## src/rtl/tx_burst_scheduler.sv

```systemverilog
// Burst scheduler driving a TX serializer: arms, counts samples, drains, and hosts a loopback mode.
// Optional ARM watchdog enabled with `define TX_SCHED_TIMEOUT_EN.
module tx_burst_scheduler #(
    parameter int LEN_W       = 16,
    parameter int ARM_TIMEOUT = 1023
) (
    input  logic             i_sys_clk,
    input  logic             i_rst,
    input  logic             i_start,
    input  logic             i_abort,
    input  logic [LEN_W-1:0] i_burst_len,
    input  logic [3:0]       i_gap,
    input  logic             i_lb_req,
    input  logic             i_tx_active,
    input  logic             i_sample_done,
    output logic             o_tx_state,
    output logic [3:0]       o_sample_gap,
    output logic             o_debug_lb,
    output logic             o_busy,
    output logic             o_done,
    output logic             o_aborted,
    output logic [LEN_W-1:0] o_remaining
);

    typedef enum logic [2:0] {
        IDLE,
        ARM,
        RUN,
        DRAIN,
        LOOP
    } state_t;

    state_t state;
    logic   arm_expired;

`ifdef TX_SCHED_TIMEOUT_EN
    localparam int CNT_W = (ARM_TIMEOUT > 1) ? $clog2(ARM_TIMEOUT + 1) : 1;
    localparam logic [CNT_W-1:0] ARM_LAST = CNT_W'(ARM_TIMEOUT - 1);

    logic [CNT_W-1:0] arm_cnt;

    // Counts consecutive ARM cycles spent waiting for the serializer; restarts on every ARM entry.
    always_ff @(posedge i_sys_clk or posedge i_rst) begin
        if (i_rst) begin
            arm_cnt <= '0;
        end else if (state != ARM) begin
            arm_cnt <= '0;
        end else if (!i_tx_active) begin
            arm_cnt <= arm_cnt + CNT_W'(1);
        end
    end

    assign arm_expired = (arm_cnt == ARM_LAST) && !i_tx_active;
`else
    logic unused_timeout;
    assign unused_timeout = (ARM_TIMEOUT == 0);
    assign arm_expired    = 1'b0;
`endif

    always_ff @(posedge i_sys_clk or posedge i_rst) begin
        if (i_rst) begin
            state        <= IDLE;
            o_tx_state   <= 1'b0;
            o_sample_gap <= 4'd0;
            o_debug_lb   <= 1'b0;
            o_busy       <= 1'b0;
            o_done       <= 1'b0;
            o_aborted    <= 1'b0;
            o_remaining  <= '0;
        end else begin
            o_done <= 1'b0;
            case (state)
                IDLE: begin
                    if (i_lb_req) begin
                        state      <= LOOP;
                        o_debug_lb <= 1'b1;
                        o_busy     <= 1'b1;
                    end else if (i_start) begin
                        o_aborted   <= 1'b0;
                        o_remaining <= i_burst_len;
                        if (i_burst_len != '0) begin
                            state        <= ARM;
                            o_sample_gap <= i_gap;
                            o_tx_state   <= 1'b1;
                            o_busy       <= 1'b1;
                        end else begin
                            o_done <= 1'b1;
                        end
                    end
                end
                ARM: begin
                    if (i_abort || arm_expired) begin
                        state      <= DRAIN;
                        o_tx_state <= 1'b0;
                        o_aborted  <= 1'b1;
                    end else if (i_tx_active) begin
                        state <= RUN;
                    end
                end
                RUN: begin
                    // Abort still lets a coincident sample count, but owns the DRAIN status.
                    if (i_sample_done && (o_remaining != '0)) begin
                        o_remaining <= o_remaining - LEN_W'(1);
                    end
                    if (i_abort) begin
                        state      <= DRAIN;
                        o_tx_state <= 1'b0;
                        o_aborted  <= 1'b1;
                    end else if (i_sample_done && (o_remaining == LEN_W'(1))) begin
                        state      <= DRAIN;
                        o_tx_state <= 1'b0;
                    end
                end
                DRAIN: begin
                    if (!i_tx_active) begin
                        state        <= IDLE;
                        o_done       <= 1'b1;
                        o_sample_gap <= 4'd0;
                        o_busy       <= 1'b0;
                    end
                end
                LOOP: begin
                    if (!i_lb_req) begin
                        state      <= IDLE;
                        o_debug_lb <= 1'b0;
                        o_busy     <= 1'b0;
                    end
                end
                default: begin
                    state <= IDLE;
                end
            endcase
        end
    end

endmodule
```

## config.mk

```make
export PLATFORM = sky130hd
export DESIGN_NAME = tx_burst_scheduler
export DESIGN_NICKNAME = d
export VERILOG_FILES = /design/src/rtl/tx_burst_scheduler.sv
export SDC_FILE = /design/constraint.sdc
export NUM_CORES = 1
export LEC_CHECK = 0
export BUFFER_PORTS_ARGS = -buffer_cell sky130_fd_sc_hd__buf_2
export CORE_MARGIN = 10
export CORE_UTILIZATION = 37
export DETAILED_ROUTE_END_ITERATION = 16
export MAX_ROUTING_LAYER = met4
export PLACE_DENSITY = 0.66
export SKIP_CTS_REPAIR_TIMING = 1
export SLEW_MARGIN = 30
export SYNTH_ARGS = -nofsm -noshare
export SYNTH_HDL_FRONTEND = slang
export SYNTH_SLANG_ARGS = --single-unit
```

## constraint.sdc

```tcl
create_clock -name i_sys_clk -period 2.3 [get_ports i_sys_clk]
set_input_delay 0 -clock i_sys_clk [delete_from_list [all_inputs] [get_ports i_sys_clk]]
set_output_delay 0 -clock i_sys_clk [all_outputs]
set_load 0.05 [all_outputs]
```

======== Word level (Yosys, flattened, before mapping) ========
Index checks and enable logic that the tools add are counted.
storage, ports and cells
  bits in registers ....................... 28
  latch bits .............................. 0
  bits in writable memories ............... 0
  ROM bits ................................ 0
  output and inout port bits .............. 25
  word-level logic and storage cells ...... 87
  memories ................................ 0
cells by class
  add/subtract/negate cells ............... 1
  multiply operators ...................... 0
  div/mod/pow operators ................... 0
  magnitude comparators ................... 0
  equal/unequal tests ..................... 18
  shifts and indexed selects .............. 0
  muxes and demuxes ....................... 41
  bitwise gates (word level) .............. 0
  reduce and logical (&&, ||, !) cells .... 19
operators by type and width
  kind                                                  count
  two-way mux 16 bit                                    3
  one-hot mux 16 bit (2 select lines)                   1
  nonzero test 16 bit                                   2
  two-way mux 3 bit                                     9
  two-way mux 1 bit                                     17
  equality test 16 x 1 -> 1 bit, second input constant  1
  two-way mux 4 bit                                     4
  inequality test 2 bit, second input constant          8
  subtractor 16 x 1 -> 16 bit, second input constant    1
  one-hot mux 3 bit (5 select lines)                    1
  inequality test 3 bit, second input constant          4
  AND reduction 6 bit                                   2
  AND reduction 5 bit                                   2
  one-hot mux 4 bit (2 select lines)                    1
  AND reduction 4 bit                                   2
  nonzero test 2 bit                                    4
  equality test 3 x 2 -> 1 bit, second input constant   2
  one-hot mux 1 bit (2 select lines)                    3
  one-hot mux 1 bit (3 select lines)                    2
  nonzero test 3 bit                                    2
  equality test 3 x 1 -> 1 bit, second input constant   1
  equality test 3 bit, second input constant            1
  zero test 3 bit                                       1
  AND reduction 3 bit                                   1
  other kinds (3)                                       4

======== Logic depth before layout (Yosys ltp) ========
Gate-level depths: netlist of the first run.
  depth in word-level cells ............... 5
  depth in mapped cells ................... 8
  mapped depth without buffers ............ 7

======== Worst setup path after synthesis of the first run ========
Ideal clock, no wire load.
  path type ............................... reg-to-reg
  start ................................... register o_remaining[0]
  end ..................................... register o_remaining[9]
  arrival ................................. 2.407 ns
  path slack .............................. -0.174 ns
  stages on the path, launching flop included .. 7
  buffers on the path ..................... 1
  period minus slack after synthesis ...... 2.474 ns
  path through ............................ dfrtp_1 -> or4_1 -> buf_2 -> or4_4 -> or4_1 -> a31oi_1 -> a22o_1
between the ends
  word-level cells in the longest chain between the ends .. 4
RTL lines
  item                                                                                 RTL line  source
  from (decl)                                                                          22        output logic [LEN_W-1:0] o_remaining
  from (signal assigned)                                                               80        o_remaining <= i_burst_len;
  from (signal assigned)                                                               103       o_remaining <= o_remaining - LEN_W'(1);
  parallel branches: the longest is 4 deep, another holds subtractor 16 x 1 -> 16 bit  --
Several ways; the timed one is not identified. The select of a mux whose other input is x is not followed.
A chain may end at the register's enable or synchronous reset.

======== Final worst setup path of the first run ========
Ends and elaborated chain as after synthesis.

==> results of run 1 <==
## cells by family after synthesis
kind of cell,Yosys count
buf+inv,19
fa+ha+maj,2
compound gates,71
mux,1
simple gates,88
flops,28
## cell type report
type,count,area (um^2)
Inverter,8,30.0
Tap cell,52,65.1
Clock buffer,3,41.3
Fill cell,449,2190
Sequential cell,28,704
Timing Repair Buffer,69,403
Multi-Input combinational cell,162,917
Clock inverter,1,30.0
## worst paths after layout
path,start,end,slack [ns],depth (start not counted)
worst max-delay path,o_remaining[0],o_remaining[9],0.07,5
worst min-delay path,i_start,o_done,-0.02,3
worst max register to register,o_remaining[0],o_remaining[9],0.07,5
worst min register to register,o_debug_lb,o_debug_lb,0.51,1
max in group asynchronous,i_rst,o_remaining[11],1.41,4
min in group asynchronous,i_rst,o_remaining[3],0.28,3
## metal layers
layer,track usage,up-vias,part of all wire
li1,-,900,-
met1,0.179,888,0.47
met2,0.216,58,0.46
met3,0.0290,6,0.060
met4,0.0406,0,0.0089
met5,-,-,0
## flip-flops by register name, indices dropped and copies added (netlist names)
signal	count
o_remaining	16
o_sample_gap	4
state	3
o_aborted	1
o_busy	1
o_debug_lb	1
o_done	1
o_tx_state	1
## worst min-delay path: cells and delay by family
family / cells / cell delay, ns
buffers and inverters: 1 / 0.12
AND/OR/NAND/NOR: 1 / 0.05
AO/OA/AOI/OAI: 1 / 0.05
## power groups by stage
stage	clock (mW)	sequential (mW)	combinational, mW
floorplan	0	1.66	0.847
global placement	0	0.965	2.13
detailed placement	0	0.982	2.14
CTS	0.402	0.969	2.15
global route	0.424	1.01	2.32
finish	0.397	0.971	2.15
## cells in the final DEF (no fill, tap or decap), types with 3 or more instances in the layout
| cell type | count |
|---|---|
| sky130_fd_sc_hd__a21oi_1 | 24 |
| sky130_fd_sc_hd__clkbuf_8 | 3 |
| sky130_fd_sc_hd__dfrtp_1 | 25 |
| sky130_fd_sc_hd__nor4_1 | 7 |
| sky130_fd_sc_hd__o211ai_1 | 3 |
| sky130_fd_sc_hd__o22ai_1 | 4 |
| sky130_fd_sc_hd__dlygate4sd3_1 | 5 |
| sky130_fd_sc_hd__dfrtp_2 | 3 |
| sky130_fd_sc_hd__nand2_1 | 22 |
| sky130_fd_sc_hd__buf_4 | 13 |
| sky130_fd_sc_hd__o2bb2ai_1 | 3 |
| sky130_fd_sc_hd__buf_2 | 51 |
| sky130_fd_sc_hd__nand3_1 | 14 |
| sky130_fd_sc_hd__o21ai_0 | 19 |
| sky130_fd_sc_hd__a31oi_1 | 3 |
| sky130_fd_sc_hd__nor3_1 | 11 |
| sky130_fd_sc_hd__inv_1 | 8 |
| sky130_fd_sc_hd__nor2_1 | 16 |
## per-stage QoR
step	hold slack (ns)	area, um^2	setup WS (ns)	TNS (ns)
2_1_floorplan	0.0652	1690	-0.0804	-0.0804
3_5_place_dp	0.0702	2070	0.0835	0
5_1_grt	0.00540	2190	0.0102	0
4_1_cts	-0.236	2140	0.0519	0
3_3_place_gp	0.0596	2070	0.117	0
6_report	-0.0160	2190	0.0660	0
==> results.md, run 1 <==
- Share of layout cells above drive strength 1: 0.280
- Time the worst path needs with I/O delays and setup: 2.23 ns
- Worst relative slew slack: 0.654
- Critical path's top delay family: simple AND/OR/NAND/NOR gates
- Overall routed net length: 5380 um
- Complex-gate fraction of the synthesized area: 0.258
- Wirelength per Cell: 16.7 um
- Final net count: 301
- Standard cell core area: between 4000 and 5000 um^2
- Highest fanout seen on the critical path: 5
- RSZ-0062 raised after global routing: no
- Placed cells: approximately 310
- Max Clk Rate: 448 MHz
- Number of top-level pins: 52
- Cells along the critical path: or4_1 > or4_4 > or4_1 > a31oi_1 > a22o_1
- Number of distinct library cells after synthesis: 39
- Final instance count without filler cells: 323
- Maximum level of the CTS H-tree: 1
- Total track usage: 0.140
- Worst path buffer plus inverter count: 0
- Final worst clock skew: around 0.0044 ns
- Final Max Slew Viols: 0
- Number of global-route vias before repair: between 1,500 and 2,000
- Number of synthesized register bits: 28
- Netlist Area Pre-Place: between 1500 and 2000 um^2
- Syn. warnings: 0
- Die Outline Area: ~7700 um^2
- Post-DP HPWL: 4150 um
- Critical Path AT: 2.46 ns
- Number of CTS-inserted buffers: 3
- Count of endpoints failing setup in the final report: 0
- Xor and xnor area share after synthesis: 0
- Number of max-capacitance violations reported: 0
- Area share of and/or/nand/nor cells after synthesis: 0.261
- Data required time of the worst path: between 2 and 3 ns
- Number of routed nets with antenna violations: 0
- Post-Synth Adder-Cell Area: 0.0148
- Run status: finished with violations
- Switching portion of total power: 0.544
- Synthesized area per cell: ~8.1 um^2
- Global-route wire length before repair: 8560 um
- Number of nets in the synthesized netlist: roughly 240
- Critical path launch point type: register
- Maximum number of pins on one net before global-route repair: 25
- Clock tree from TritonCTS: yes
- Fraction of synthesized area in multiplexers: 0.00593
- Fraction of synthesized cell area taken by the top area cell type: 0.415
- Vias per inst: 5.73
- Post-layout util: 0.500
- Syn-to-layout area delta: 29.9%
- Chip width: around 88 um
- Slowest CP cell: sky130_fd_sc_hd__or4_1
- Height of the die: 87.5 um
- Cell type with the highest occurrence count on the critical path: sky130_fd_sc_hd__or4_1
- Relative contribution of combinational cells to total power: 0.611
- Category of the worst setup path capture point: register
- Sequential Power Share: 0.276
- WHS: -0.0160 ns
- Placement Rows: 24
- Area contributors post-synth: sky130_fd_sc_hd__dfrtp_1 42%, sky130_fd_sc_hd__a21oi_1 7.1%, sky130_fd_sc_hd__o21ai_0 5.6%
- Share of the clock period used by the worst path: 0.971
- Crit path largest cell delay: 0.57 ns
- Relative contribution of the clock network to total power: 0.113
- Root buffer selected by CTS: sky130_fd_sc_hd__clkbuf_8
- Clk sink count: 28
- Violations in the final reports: negative hold slack
- Peak VDD IR: 0.714 mV
- Clock latency reported for the late side of the worst-skew pair: about 0.28 ns
- Weighted congestion at the end of routability-driven global placement: between 0.8 and 0.9
- Total net switching power: 1.91 mW
- Portion of the post-synthesis area used by sequential elements: 0.415
- Primary flip-flop cell chosen by synthesis mapping: sky130_fd_sc_hd__dfrtp_1
- P_leak: about 0.96 nW
- Clock transition at the registers of the reported paths: roughly 0.10 ns
- Final count of hold timing violations: 1
- Remaining global-route overflow: 0
- Diodes inserted: 0
- Worst hold path class: input port to register
- Total number of vias: between 1,500 and 2,000
- Number of synthesized flops with an enable pin: 0
- Total DRC errors in the routed layout: 0
- Clock tree buffer depth: 2
- Antenna violations before repair: 0
- Power density over cell area: approximately 1600 nW/um^2
- Async SR Flop Fraction: 1.00
- Cell type contributing the most total cell area after synthesis: sky130_fd_sc_hd__dfrtp_1
- Internal power component: approximately 1.6 mW
- Library cell with the highest instance count after synthesis: sky130_fd_sc_hd__dfrtp_1
- Combinational family with the most area after synthesis: simple AND/OR/NAND/NOR gates
- Drt first-iter violations: approximately 150
- Post-layout power: around 3.5 mW
- # port buffers: 51
- Cell types with the highest counts after synthesis: 28 x sky130_fd_sc_hd__dfrtp_1, 24 x sky130_fd_sc_hd__a21oi_1, 22 x sky130_fd_sc_hd__nand2_1
- Slew at the pin with the worst max-slew slack: around 0.52 ns
- Critical path start-end classification: register to register
- Starting density of the core: 0.385
- DRT Pass-1 Iters: 4
- Cells after synthesis: 209
No activity file was read; power rests on OpenSTA's default activity.
==> run 2, diff against run 1 <==
--- a/config.mk
+++ b/config.mk
@@ -10,7 +10,7 @@
 export CORE_UTILIZATION = 37
 export DETAILED_ROUTE_END_ITERATION = 16
 export MAX_ROUTING_LAYER = met4
-export PLACE_DENSITY = 0.66
+export PLACE_DENSITY = 0.64
 export SKIP_CTS_REPAIR_TIMING = 1
 export SLEW_MARGIN = 30
 export SYNTH_ARGS = -nofsm -noshare
==> run 2 against run 1 <==
The run still ends with negative hold slack left. Critical path type unchanged. Setup slack better by 0.00097 ns. Fmax about the same. Highest routed layer unchanged. Register-to-register slack about the same. Largest cell class unchanged. Critical endpoint unchanged. Sequential power about the same. Die area unchanged.
==> results.md, run 2 (synthesis results as in run 1) <==
- Run status: finished with violations
- Violations in the final reports: negative hold slack
- Power density over cell area: 1600 nW/um^2 (-0.67%)
- P_leak: 0.985 nW (+2.2%)
- Peak VDD IR: 0.743 mV (+4.1%)
- Syn-to-layout area delta: 32.3%
- Maximum level of the CTS H-tree: 1 (unchanged)
- Footprint of the multi-input gates: 925 um^2 (+0.82%)
- Category of the worst setup path capture point: register
- Number of global-route vias before repair: 1,804 (+1.6%)
- Post-DP HPWL: 4110 um (-1.1%)
- Total net switching power: 1.93 mW (+0.87%)
- Flip-flop count of the largest register after layout: 16 (unchanged)
- Weighted congestion at the end of routability-driven global placement: 0.856 (+4.1%)
- Height of the die: 87.5 um (unchanged)
- Sequential Power Share: 0.274 (-0.002)
- Clock transition at the registers of the reported paths: 0.10 ns (about the same)
- Relative contribution of the clock network to total power: 0.114 (about the same)
- Switching portion of total power: 0.543 (-0.00146)
- Total DRC errors in the routed layout: 0 (unchanged)
- DRT Pass-1 Iters: 4 (unchanged)
- Clock latency reported for the late side of the worst-skew pair: 0.29 ns (about the same)
- Critical Path AT: 2.47 ns (about the same)
- Placement Rows: 24 (unchanged)
- Flop2flop setup slack: 0.07 ns (about the same)
- Worst hold path class: input port to register
- Clk sink count: 28 (unchanged)
- Placed cells: 317 (+0.96%)
- Largest registers: o_remaining x16, o_sample_gap x4, state x3
- Highest fanout seen on the critical path: 5 (unchanged)
- Biggest register: o_remaining
- Number of max-capacitance violations reported: 0 (unchanged)
- Final worst clock skew: 0.00311 ns (-0.00132 ns)
- Count of endpoints failing setup in the final report: 0 (unchanged)
- Critical path launch point type: register
- Die Outline Area: 7660 um^2 (unchanged)
- Global-route wire length before repair: 8720 um (+1.9%)
- Starting density of the core: 0.385 (unchanged)
- Overall routed net length: 5330 um (-0.93%)
- Final count of hold timing violations: 1 (unchanged)
- Commonest cells after routing, fill and taps aside: 51 x sky130_fd_sc_hd__buf_2, 25 x sky130_fd_sc_hd__dfrtp_1, 24 x sky130_fd_sc_hd__a21oi_1
- Final instance count without filler cells: 327 (+1.2%)
- Clock tree from TritonCTS: yes
- Relative contribution of combinational cells to total power: 0.612 (about the same)
- Internal power component: 1.63 mW (+1.5%)
- Total track usage: 0.142 (+0.00204)
- Post-layout power: 3.56 mW (+1.1%)
- Chip width: 87.5 um (unchanged)
- Post-layout util: 0.509 (+0.00913)
- RSZ-0062 raised after global routing: no
- Critical path start-end classification: register to register
- Root buffer selected by CTS: sky130_fd_sc_hd__clkbuf_8
- Diodes inserted: 0 (unchanged)
- Total number of vias: 1,803 (-2.6%)
- Standard cell core area: 4380 um^2 (unchanged)
- Max Clk Rate: 448 MHz (about the same)
- Wirelength per Cell: 16.3 um (-2.1%)
- Antenna violations before repair: 0 (unchanged)
- Worst relative slew slack: 0.646 (-0.00787)
- Number of routed nets with antenna violations: 0 (unchanged)
- Seq. cell area: 704 um^2 (unchanged)
- Vias per inst: 5.51 (-3.8%)
- Setup TNS: 0 ns (unchanged)
- # port buffers: 51 (unchanged)
- Share of layout cells above drive strength 1: 0.295 (+0.0141)
- Most frequent standard cell in the layout excluding fill and tap cells: sky130_fd_sc_hd__buf_2
- Clock tree buffer depth: 2 (unchanged)
- Fill cell count: 452 (+0.67%)
- Share of the clock period used by the worst path: 0.971 (about the same)
- Final Max Slew Viols: 0 (unchanged)
- Slew at the pin with the worst max-slew slack: 0.531 ns (+0.0118 ns)
- Drt first-iter violations: 119 (-22%)
- Remaining global-route overflow: 0 (unchanged)
- Maximum number of pins on one net before global-route repair: 25 (unchanged)
- Time the worst path needs with I/O delays and setup: 2.23 ns (-0.000973 ns)
- Number of top-level pins: 52 (unchanged)
- WHS: -0.0100 ns (+0.00598 ns)
- Number of CTS-inserted buffers: 3 (unchanged)
- Data required time of the worst path: 2.53 ns (about the same)
- Final net count: 305 (+1.3%)
## run 2: changes by cell type in the layout (fill, tap and decap cells not counted)
cell	previous run	this run
sky130_fd_sc_hd__buf_4	13	16
sky130_fd_sc_hd__or4_1	2	0
sky130_fd_sc_hd__dlygate4sd3_1	5	6
sky130_fd_sc_hd__or4_4	1	3
## run 2: per-stage QoR
step	instance area [um^2]	worst slack (ns)
2_1_floorplan	1690	-0.0804
3_3_place_gp	2090	0.123
3_5_place_dp	2090	0.0806
4_1_cts	2160	0.0389
5_1_grt	2230	0.00597
6_report	2230	0.0670
## run 2: final timing paths
kind	startpoint	endpoint	depth (start not counted)
worst max register to register	o_remaining[0]	o_remaining[9]	5
worst max-delay path	o_remaining[0]	o_remaining[9]	5
min in group asynchronous	i_rst	o_remaining[0]	3
worst min-delay path	i_burst_len[1]	o_remaining[1]	3
worst min register to register	o_sample_gap[1]	o_sample_gap[1]	2
max in group asynchronous	i_rst	o_remaining[12]	4
## run 2: final cells by class
| type | instances | area share |
|---|---|---|
| Timing Repair Buffer | 73 | 0.195 |
| Tap cell | 52 | 0.0292 |
| Multi-Input combinational cell | 162 | 0.414 |
| Clock inverter | 1 | 0.0135 |
| Clock buffer | 3 | 0.0185 |
| Sequential cell | 28 | 0.316 |
| Inverter | 8 | 0.0135 |
## run 2: metal layers
metal	up-vias	part of all wire	GRT usage
li1	914	-	-
met1	838	0.49	0.184
met2	45	0.44	0.210
met3	6	0.057	0.0300
met4	0	0.016	0.0551
met5	-	0	-
## run 2: power groups by stage
stage / combinational, mW / clock [mW] / sequential, mW
after floorplan: 0.847 / 0 / 1.66
after global placement: 2.15 / 0 / 0.965
after detailed placement: 2.16 / 0 / 0.977
after CTS: 2.17 / 0.415 / 0.966
after global routing: 2.36 / 0.426 / 1.01
final: 2.18 / 0.405 / 0.974
## run 2: critical path, stage by stage, from the launching register on
cell	delay (ns)
sky130_fd_sc_hd__dfrtp_2	0.45
sky130_fd_sc_hd__or4_4	0.55
sky130_fd_sc_hd__or4_4	0.45
sky130_fd_sc_hd__or4_4	0.42
sky130_fd_sc_hd__a31oi_1	0.17
sky130_fd_sc_hd__a22o_1	0.14
==> run 3, diff against run 2 <==
--- a/config.mk
+++ b/config.mk
@@ -6,6 +6,7 @@
 export NUM_CORES = 1
 export LEC_CHECK = 0
 export BUFFER_PORTS_ARGS = -buffer_cell sky130_fd_sc_hd__buf_2
+export CORE_ASPECT_RATIO = 0.5
 export CORE_MARGIN = 10
 export CORE_UTILIZATION = 37
 export DETAILED_ROUTE_END_ITERATION = 16
==> run 3 against run 2 <==
Die area grew 2.1%. Power is essentially flat. Critical path depth is the same. Setup slack lost 0.0044 ns. Highest routed layer unchanged. Register-to-register slack is essentially flat. Sequential power shrank 3.4%. The flow still finishes with violations (negative hold slack). Largest power group unchanged. Final area shrank 0.34%. Via count grew 2.2%.
==> results.md, run 3 (synthesis results as in run 1) <==
- Wirelength per Cell: 15.7 um (-3.5%)
- Final worst clock skew: 0.00728 ns (+0.00417 ns)
- Highest fanout seen on the critical path: 5 (unchanged)
- Total DRC errors in the routed layout: 0 (unchanged)
- Final count of hold timing violations: 1 (unchanged)
- Time the worst path needs with I/O delays and setup: 2.24 ns (+0.00439 ns)
- Number of CTS-inserted buffers: 3 (unchanged)
- Starting density of the core: 0.383 (-0.00164)
- Data required time of the worst path: 2.53 ns (about the same)
- RSZ-0062 raised after global routing: yes
- Remaining global-route overflow: 0 (unchanged)
- Count of endpoints failing setup in the final report: 0 (unchanged)
- Switching portion of total power: 0.539 (-0.00378)
- Flip-flop count of the largest register after layout: 16 (unchanged)
- Number of global-route vias before repair: 1,659 (-8.0%)
- Share of layout cells above drive strength 1: 0.292 (-0.00257)
- Cell depth of the worst flop-to-flop path: 5 (unchanged)
- R2r startpoint: o_remaining[0]
- Most frequent standard cell in the layout excluding fill and tap cells: sky130_fd_sc_hd__buf_2
- Clk sink count: 28 (unchanged)
- Worst Setup EP: o_remaining[9]
- # port buffers: 51 (unchanged)
- Height of the die: 67.7 um (-23%)
- Flop2flop setup slack: 0.06 ns (about the same)
- Post-DP HPWL: 4030 um (-1.8%)
- Number of top-level pins: 52 (unchanged)
- Summed area of non-filler cells in the final layout: 2220 um^2 (-0.34%)
- Clock transition at the registers of the reported paths: 0.10 ns (about the same)
- Cell area after placement: 2100 um^2 (+0.30%)
- Clock latency reported for the late side of the worst-skew pair: 0.28 ns (about the same)
- Largest registers: o_remaining x16, o_sample_gap x4, state x3
- Relative contribution of combinational cells to total power: 0.624 (+0.012)
- Total number of vias: 1,843 (+2.2%)
- Overall routed net length: 5210 um (-2.3%)
- Launching element of the worst setup path: o_remaining[0]
- Total track usage: 0.137 (-0.00504)
- HP Start: i_start
- Maximum number of pins on one net before global-route repair: 25 (unchanged)
- Violations in the final reports: negative hold slack
- Critical path launch point type: register
- Peak VDD IR: 0.437 mV (-41%)
- DRT Pass-1 Iters: 4 (unchanged)
- Antenna violations before repair: 0 (unchanged)
- Standard cell core area: 4400 um^2 (+0.43%)
- Setup TNS: 0 ns (unchanged)
- Sequential Power Share: 0.265 (-0.009)
- Drt first-iter violations: 131 (+10%)
- Internal power component: 1.64 mW (+0.75%)
- Critical path start-end classification: register to register
- Critical Path AT: 2.46 ns (about the same)
- Die Outline Area: 7820 um^2 (+2.1%)
- Vias per inst: 5.57 (+0.98%)
- Final Max Slew Viols: 0 (unchanged)
- Syn-to-layout area delta: 31.8%
- P_leak: 0.980 nW (-0.51%)
- Biggest register: o_remaining
- Category of the worst setup path capture point: register
- Number of max-capacitance violations reported: 0 (unchanged)
- Worst hold path class: input port to register
- Run status: finished with violations
- Final net count: 304 (-0.33%)
- Commonest cells after routing, fill and taps aside: 51 x sky130_fd_sc_hd__buf_2, 25 x sky130_fd_sc_hd__dfrtp_1, 24 x sky130_fd_sc_hd__a21oi_1
- Root buffer selected by CTS: sky130_fd_sc_hd__clkbuf_8
- Weighted congestion at the end of routability-driven global placement: 0.913 (+6.6%)
- Chip width: 115 um (+32%)
- Worst relative slew slack: 0.607 (-0.0390)
- Clock tree from TritonCTS: yes
- Slew at the pin with the worst max-slew slack: 0.589 ns (+0.0584 ns)
- Power density over cell area: 1600 nW/um^2 (+0.26%)
- Diodes inserted: 0 (unchanged)
- Max Clk Rate: 447 MHz (-0.20%)
- Share of the clock period used by the worst path: 0.973 (+0.00191)
- Maximum level of the CTS H-tree: 1 (unchanged)
- Clock tree buffer depth: 2 (unchanged)
- WHS: -0.00505 ns (+0.00496 ns)
- Placement Rows: 17 (-29%)
- Global-route wire length before repair: 8400 um (-3.7%)
- Number of routed nets with antenna violations: 0 (unchanged)
- Destination of the worst register-to-register timing path: o_remaining[9]
- Relative contribution of the clock network to total power: 0.111 (-0.003)
- Total net switching power: 1.92 mW (-0.77%)
-- run 3: layout make-up --
class                      count  area [um^2]
fill                         424         2180
clock inverter                 1         30.0
clock buffer                   3         41.3
multi-input combinational    162          921
sequential                    28          704
tap                           57         71.3
timing repair buffer          72          425
inverter                       8         30.0
-- run 3: layer usage --
metal  global-route usage  vias to the layer above  wire length (um)
met5                    -                        -                 0
met3               0.0416                        2               464
met2                0.215                       61              2460
li1                     -                      911                 -
met4               0.0282                        0                31
met1                0.171                      869              2250
-- run 3: worst min path at each step --
stage	cells past startpoint	to	slack, ns
4_1_cts	2	o_remaining[15]	-0.21
3_3_place_gp	2	o_remaining[15]	0.08
3_5_place_dp	2	o_remaining[15]	0.10
6_report	3	o_done	-0.005
5_1_grt	3	o_done	0.0005
2_1_floorplan	1	o_aborted	0.07
-- run 3: power by group through the flow --
stage / Sequential [mW] / Combinational [mW] / Clock (mW)
floorplan: 1.66 / 0.847 / 0
finish: 0.941 / 2.22 / 0.395
global route: 0.980 / 2.40 / 0.417
global placement: 0.940 / 2.20 / 0
CTS: 0.935 / 2.21 / 0.404
detailed placement: 0.943 / 2.21 / 0
-- run 3: through the flow --
step,total power [mW],instances,setup WS (ns),utilization
after global routing,3.80,331,-0.00451,0.505
final,3.56,331,0.0626,0.505
after global placement,3.14,322,0.0832,0.476
after CTS,3.55,326,0.0320,0.492
after floorplan,2.51,209,-0.0804,-
after detailed placement,3.15,322,0.0586,0.476
-- run 3: critical path: stages (launching register included) --
cell and delay (ns):
sky130_fd_sc_hd__dfrtp_2 0.44, sky130_fd_sc_hd__or4_4 0.55, sky130_fd_sc_hd__or4_4 0.45, sky130_fd_sc_hd__or4_1 0.41
sky130_fd_sc_hd__a31oi_1 0.19, sky130_fd_sc_hd__a22o_1 0.14
